===== config.mk =====
export PLATFORM = sky130hd
export DESIGN_NAME = led_mode_ctrl
export DESIGN_NICKNAME = d
export VERILOG_FILES = /design/src/rtl/led_mode_ctrl.sv
export SDC_FILE = /design/constraint.sdc
export NUM_CORES = 1
export LEC_CHECK = 0
export CORE_MARGIN = 5
export CORE_UTILIZATION = 40
export CTS_CLUSTER_SIZE = 10
export DETAILED_ROUTE_END_ITERATION = 10
export GPL_ROUTABILITY_DRIVEN = 0
export PLACE_DENSITY = 0.67
export SYNTH_ARGS = -nofsm -noshare
export SYNTH_HDL_FRONTEND = slang
export SYNTH_SLANG_ARGS = --single-unit

===== constraint.sdc =====
create_clock -name clk -period 3.3 [get_ports clk]
set_input_delay 0.495 -clock clk [delete_from_list [all_inputs] [get_ports clk]]
set_output_delay 0.495 -clock clk [all_outputs]
set_load 0.01 [all_outputs]

===== src/rtl/led_mode_ctrl.sv =====
// Purpose: sequences the seller LED display (idle/1..4 coins/flash/pulse) from seller-FSM events.
// Latency: registered selects, mode changes show 1 cycle later (2 with LED_BLANK_EN, which adds a blank cycle).
// Backpressure: none; events are always accepted, a vend seen during flash is queued one deep.
module led_mode_ctrl #(
    parameter int CNT_W     = 26,
    parameter int FLASH_CYC = 50_000_000,
    parameter int PULSE_CYC = 25_000_000,
    parameter int TMO_CYC   = 500_000_000
) (
    input  logic       clk,
    input  logic       rst_n,
    input  logic [2:0] coin_cnt,
    input  logic       evt_vend,
    input  logic       evt_err,
    output logic       led_idle_rst_n,
    output logic       led1_rst_n,
    output logic       led2_rst_n,
    output logic       led3_rst_n,
    output logic       led4_rst_n,
    output logic       led_flash_rst_n,
    output logic       led_pulse_rst_n,
    output logic       busy,
    output logic       tmo
);

    // The shared counter is widened if CNT_W cannot hold the longest programmed hold time.
    localparam int MAX_AB  = (FLASH_CYC > PULSE_CYC) ? FLASH_CYC : PULSE_CYC;
    localparam int MAX_CYC = (MAX_AB > TMO_CYC) ? MAX_AB : TMO_CYC;
    localparam int NEED_W  = (MAX_CYC > 1) ? $clog2(MAX_CYC) : 1;
    localparam int CW      = (CNT_W > NEED_W) ? CNT_W : NEED_W;

    localparam logic [CW-1:0] FLASH_LD = CW'(FLASH_CYC - 1);
    localparam logic [CW-1:0] PULSE_LD = CW'(PULSE_CYC - 1);
    localparam logic [CW-1:0] TMO_LD   = CW'(TMO_CYC - 1);
    localparam logic [CW-1:0] CNT_ONE  = CW'(1);

    localparam logic [1:0] ST_IDLE  = 2'd0;
    localparam logic [1:0] ST_COUNT = 2'd1;
    localparam logic [1:0] ST_FLASH = 2'd2;
    localparam logic [1:0] ST_PULSE = 2'd3;

    // Select vector bit order: idle, led1..led4, flash, pulse (bit 0 = idle).
    localparam logic [6:0] SEL_BLANK = 7'b111_1111;
    localparam logic [6:0] SEL_IDLE  = 7'b111_1110;
    localparam logic [6:0] SEL_L1    = 7'b111_1101;
    localparam logic [6:0] SEL_L2    = 7'b111_1011;
    localparam logic [6:0] SEL_L3    = 7'b111_0111;
    localparam logic [6:0] SEL_L4    = 7'b110_1111;
    localparam logic [6:0] SEL_FLASH = 7'b101_1111;
    localparam logic [6:0] SEL_PULSE = 7'b011_1111;

    logic [1:0]    state_q, state_nxt;
    logic [CW-1:0] cnt_q, cnt_nxt;
    logic          vend_pend_q, vend_pend_nxt;
    logic          tmo_hold_q, tmo_hold_nxt;
    logic [2:0]    coin_prev_q;
    logic [6:0]    sel_q, sel_tgt, sel_nxt;
    logic          busy_q, tmo_q, tmo_nxt;
    logic          coin_chg, coin_nz, cnt_zero;

    function automatic logic [6:0] sel_for(input logic [1:0] st, input logic [2:0] coins);
        logic [6:0] s;
        s = SEL_IDLE;
        case (st)
            ST_COUNT: begin
                case (coins)
                    3'd0:    s = SEL_IDLE;
                    3'd1:    s = SEL_L1;
                    3'd2:    s = SEL_L2;
                    3'd3:    s = SEL_L3;
                    default: s = SEL_L4;
                endcase
            end
            ST_FLASH: s = SEL_FLASH;
            ST_PULSE: s = SEL_PULSE;
            default:  s = SEL_IDLE;
        endcase
        return s;
    endfunction

    assign coin_chg = (coin_cnt != coin_prev_q);
    assign coin_nz  = (coin_cnt != 3'd0);
    assign cnt_zero = (cnt_q == '0);

    always_comb begin
        state_nxt     = state_q;
        cnt_nxt       = cnt_q;
        vend_pend_nxt = vend_pend_q;
        tmo_hold_nxt  = tmo_hold_q;
        tmo_nxt       = 1'b0;
        if (evt_err) begin
            // Error wins everywhere; a simultaneous vend is remembered for after the flash.
            state_nxt     = ST_FLASH;
            cnt_nxt       = FLASH_LD;
            vend_pend_nxt = vend_pend_q | evt_vend;
        end else begin
            case (state_q)
                ST_IDLE: begin
                    if (evt_vend) begin
                        state_nxt     = ST_PULSE;
                        cnt_nxt       = PULSE_LD;
                        vend_pend_nxt = 1'b0;
                    end else if (coin_nz && (!tmo_hold_q || coin_chg)) begin
                        state_nxt = ST_COUNT;
                        cnt_nxt   = TMO_LD;
                    end else if (coin_chg) begin
                        tmo_hold_nxt = 1'b0;
                    end
                end
                ST_COUNT: begin
                    if (evt_vend) begin
                        state_nxt     = ST_PULSE;
                        cnt_nxt       = PULSE_LD;
                        vend_pend_nxt = 1'b0;
                    end else if (!coin_nz) begin
                        state_nxt = ST_IDLE;
                    end else if (coin_chg) begin
                        cnt_nxt = TMO_LD;
                    end else if (cnt_zero) begin
                        // Timed out: stay idle until the coin count moves again.
                        state_nxt    = ST_IDLE;
                        tmo_nxt      = 1'b1;
                        tmo_hold_nxt = 1'b1;
                    end else begin
                        cnt_nxt = cnt_q - CNT_ONE;
                    end
                end
                ST_FLASH: begin
                    if (evt_vend) begin
                        vend_pend_nxt = 1'b1;
                    end
                    if (cnt_zero) begin
                        if (vend_pend_q || evt_vend) begin
                            state_nxt     = ST_PULSE;
                            cnt_nxt       = PULSE_LD;
                            vend_pend_nxt = 1'b0;
                        end else if (coin_nz) begin
                            state_nxt = ST_COUNT;
                            cnt_nxt   = TMO_LD;
                        end else begin
                            state_nxt = ST_IDLE;
                        end
                    end else begin
                        cnt_nxt = cnt_q - CNT_ONE;
                    end
                end
                default: begin
                    if (evt_vend) begin
                        cnt_nxt = PULSE_LD;
                    end else if (cnt_zero) begin
                        if (coin_nz) begin
                            state_nxt = ST_COUNT;
                            cnt_nxt   = TMO_LD;
                        end else begin
                            state_nxt = ST_IDLE;
                        end
                    end else begin
                        cnt_nxt = cnt_q - CNT_ONE;
                    end
                end
            endcase
        end
        if (state_nxt != ST_IDLE) begin
            tmo_hold_nxt = 1'b0;
        end
    end

    assign sel_tgt = sel_for(state_nxt, coin_cnt);

`ifdef LED_BLANK_EN
    logic flash_restart;
    // A restarted flash is blanked too so the restart is visible.
    assign flash_restart = evt_err && (state_q == ST_FLASH);
    assign sel_nxt = (flash_restart || ((sel_tgt != sel_q) && (sel_q != SEL_BLANK))) ?
                     SEL_BLANK : sel_tgt;
`else
    assign sel_nxt = sel_tgt;
`endif

    always_ff @(posedge clk) begin
        if (!rst_n) begin
            state_q     <= ST_IDLE;
            cnt_q       <= '0;
            vend_pend_q <= 1'b0;
            tmo_hold_q  <= 1'b0;
            coin_prev_q <= 3'd0;
            sel_q       <= SEL_IDLE;
            busy_q      <= 1'b0;
            tmo_q       <= 1'b0;
        end else begin
            state_q     <= state_nxt;
            cnt_q       <= cnt_nxt;
            vend_pend_q <= vend_pend_nxt;
            tmo_hold_q  <= tmo_hold_nxt;
            coin_prev_q <= coin_cnt;
            sel_q       <= sel_nxt;
            busy_q      <= (state_nxt == ST_FLASH) || (state_nxt == ST_PULSE);
            tmo_q       <= tmo_nxt;
        end
    end

    assign led_idle_rst_n  = sel_q[0];
    assign led1_rst_n      = sel_q[1];
    assign led2_rst_n      = sel_q[2];
    assign led3_rst_n      = sel_q[3];
    assign led4_rst_n      = sel_q[4];
    assign led_flash_rst_n = sel_q[5];
    assign led_pulse_rst_n = sel_q[6];
    assign busy            = busy_q;
    assign tmo             = tmo_q;

endmodule

==> impl_metrics.toml <==
[clock_tree]
cts_tree = "done"
clk_latency_ps = 300
post_cts_resized = 0
cts_buffer_depth = 2
numClockSinks = 45
cts_made_buffers = 5
cts_root_buffer = "clkbuf_8"
cts_hold_buf = 0
clk_pin_slew_worst_paths_ps = 90
postCtsSetupBuffers = 0
htree_levels = 2

[synth]
seq_area_frac_synth = 0.278
synth_top_area_cell = "dfxtp_1"
synth-seq-cells = 45
syn_area_um2 = 3240
synth_fp_nets = 446
ys_types = 68
syn_inst = 437
synth_commonest_cells = "dfxtp_1 (45), o21ai_0 (45), nor2_1 (44), nand2_1 (33), a21oi_1 (32)"
yosys.area.top_type_share = 0.278
synthTopCellsByArea = "dfxtp_1 (28%), o21ai_0 (6.9%), nor2_1 (5.1%)"
synth_edf_count = 0
ys.flop_type = "dfxtp_1"
async_flop_share = 0
syn_area_per_cell_um2 = 7.42
ys_warn_count = 0

[floorplan]
num_rows = 32
io_pins = 16
dieHeight_um = 100
die_w_um = 100
start_util = 0.415
core_area_um2 = 7810
die_area_um2 = 10000

[hold_path]
worstHoldPathCells = 2
min_to = "tmo_hold_q$_SDFFE_PP0P_"
min_from = "tmo_hold_q$_SDFFE_PP0P_"
hold_path_class = "flop to flop"

[setup_path]
cp.depth = 8
reg2reg_to = "cnt_q[7]$_SDFFE_PP0P_"
r2r_start = "cnt_q[4]$_SDFFE_PN0P_"
ff2ff_path_depth = 8
critPathCaptureType = "flop"
rrSetupSlack_ps = 320
path_delay_family = "simple AND/OR/NAND/NOR gates"
startpoint_type = "flop"
critPathBufInv = 2
crit_fanout = 22
crit_chain = "nor4_2 -> nand4_1 -> buf_4 -> nor3_2 -> buf_12 -> a31oi_1 -> o21ai_0 -> a21oi_1"
max_stage_delay_ps = 560
cp.required_ps = 3460
slowest_stage = "nor4_2"
crit_arrival_ps = 3150
critPathKind = "flop to flop"

[detailed_routing]
routed_wl_mm = 11.1
wl_met3_mm = 1.03
wl_met1_mm = 4.77
drtIter0Drc = 488
drtPass1Iterations = 6
routed_via_density = 6.57
ant_nets = 0
drc = 0
wl_met2_mm = 4.92
topRoutingLayerUsed = "met4"
wl_per_cell_um = 19.8
routed-via-count = 3661

[sta]
slew_headroom = 0.0963
rsz0062_at_grt = "no"
tns_ps = 0
period_minus_slack_ps = 2980
slew_violations = 0
worstMarginPinSlew_ps = 1350
max_freq_mhz = 335
finalHoldViolations = 0
setup_viol = 0
skew_ps = 5.87
min_period_over_period = 0.905

[global_routing]
grt_max_degree = 27
grt.overflow.total = 0
grt.total_usage = 0.213
antenna_found_initial = 0
grt_pass1_vias = 3341
grt_pass1_wl_mm = 17.4

[layout]
final_util = 0.475
antennaDiodeCount = 0
drive_above_1_share = 0.103
fin_nets = 463
synthToLayoutAreaGrowth_pct = 14.4
layoutNonFillerInstCount = 557

[placement]
dp.cells = 549
place_hpwl_mm = 7.99
port_buffers = 15

[pwr]
peakVddDrop_uv = 187
power_density_nw_per_um2 = 377
p_total_w = 0.00140
p_leak_nw = 1.31

[job]
cap_violations = 0

[outcome]
status = "finished clean"
## per-stage QoR
step           area, um2  worst slack, ps  hold slack (ps)
6_report            3710              315              532
2_1_floorplan       3240              951              469
5_1_grt             3710             80.0              577
4_1_cts             3710              414              534
3_5_place_dp        3590              122              514
3_3_place_gp        3590              176              503
## power breakdown
part / internal [W] / switching, W
clock network: 0.000227 / 0.000210
logic: 0.000134 / 0.000201
registers: 0.000579 / 0.0000473
total: 0.000940 / 0.000458
## worst reg2reg max path, stage by stage (launching register included)
cell and delay, ps:
dfxtp_1 400, nor4_2 560, nand4_1 150, buf_4 200
nor3_2 390, buf_12 230, a31oi_1 470, o21ai_0 380
a21oi_1 70
## cell type report
class / count / area (um2)
fillers: 786 / 4100
multi-input cells: 355 / 2190
flip-flops and latches: 45 / 901
repair buffers: 39 / 343
well taps: 102 / 128
clock buffers: 5 / 68.8
clock inverters: 3 / 46.3
inverters: 8 / 30.0
## worst max-delay path by stage
stage                                         end              startpoint  slack, ps
after floorplan            cnt_q[11]$_SDFFE_PP0P_   cnt_q[0]$_SDFFE_PN0P_        950
after global placement    tmo_hold_q$_SDFFE_PP0P_             coin_cnt[2]        180
after detailed placement    cnt_q[6]$_SDFFE_PN0P_             coin_cnt[2]        120
after CTS                   cnt_q[7]$_SDFFE_PP0P_  cnt_q[20]$_SDFFE_PN0P_        410
after global routing       cnt_q[28]$_SDFFE_PP0P_   cnt_q[4]$_SDFFE_PN0P_         80
final                       cnt_q[7]$_SDFFE_PP0P_   cnt_q[4]$_SDFFE_PN0P_        320
## cells in the final DEF (no fill, tap or decap), types with 3 or more instances in the layout
cell / instances
a31oi_1: 12
xnor2_1: 6
clkdlybuf4s50_1: 15
or3_1: 8
a41oi_1: 3
o21ai_1: 3
o21ai_0: 45
or4_1: 5
mux2i_1: 4
o21a_1: 5
nand2_1: 33
inv_1: 7
nand2b_1: 3
nand4_1: 9
a211oi_1: 3
a22o_1: 3
a21oi_1: 32
clkbuf_8: 5
o41ai_1: 3
dfxtp_1: 45
and3_1: 5
nor2b_1: 4
nor2_1: 44
o31ai_1: 9
nor4_1: 11
and2_1: 8
nor3_1: 20
nor4_2: 4
o22ai_1: 4
buf_4: 23
xor2_1: 8
nand3_1: 10
## metal layers
metal / GRT usage / up-vias
li1: - / 1700
met1: 0.302 / 1700
met2: 0.330 / 223
met3: 0.0299 / 38
met4: 0.0767 / 0
met5: 0 / -
## state kept, by name, indices dropped and copies added, names as in the netlist
name,cells
tmo,1
sel_q,7
state_q,2
vend_pend_q,1
tmo_hold_q,1
cnt_q,29
coin_prev_q,3
busy,1
## cell families after synthesis
family,Yosys count,synth area share
compound gates,157,0.320
xor+xnor,15,0.0428
fa+ha+maj,2,0.00772
buf+inv,37,0.0455
flops,45,0.278
mux,4,0.0124
simple gates,177,0.294
(Power assumes the default switching activity.)
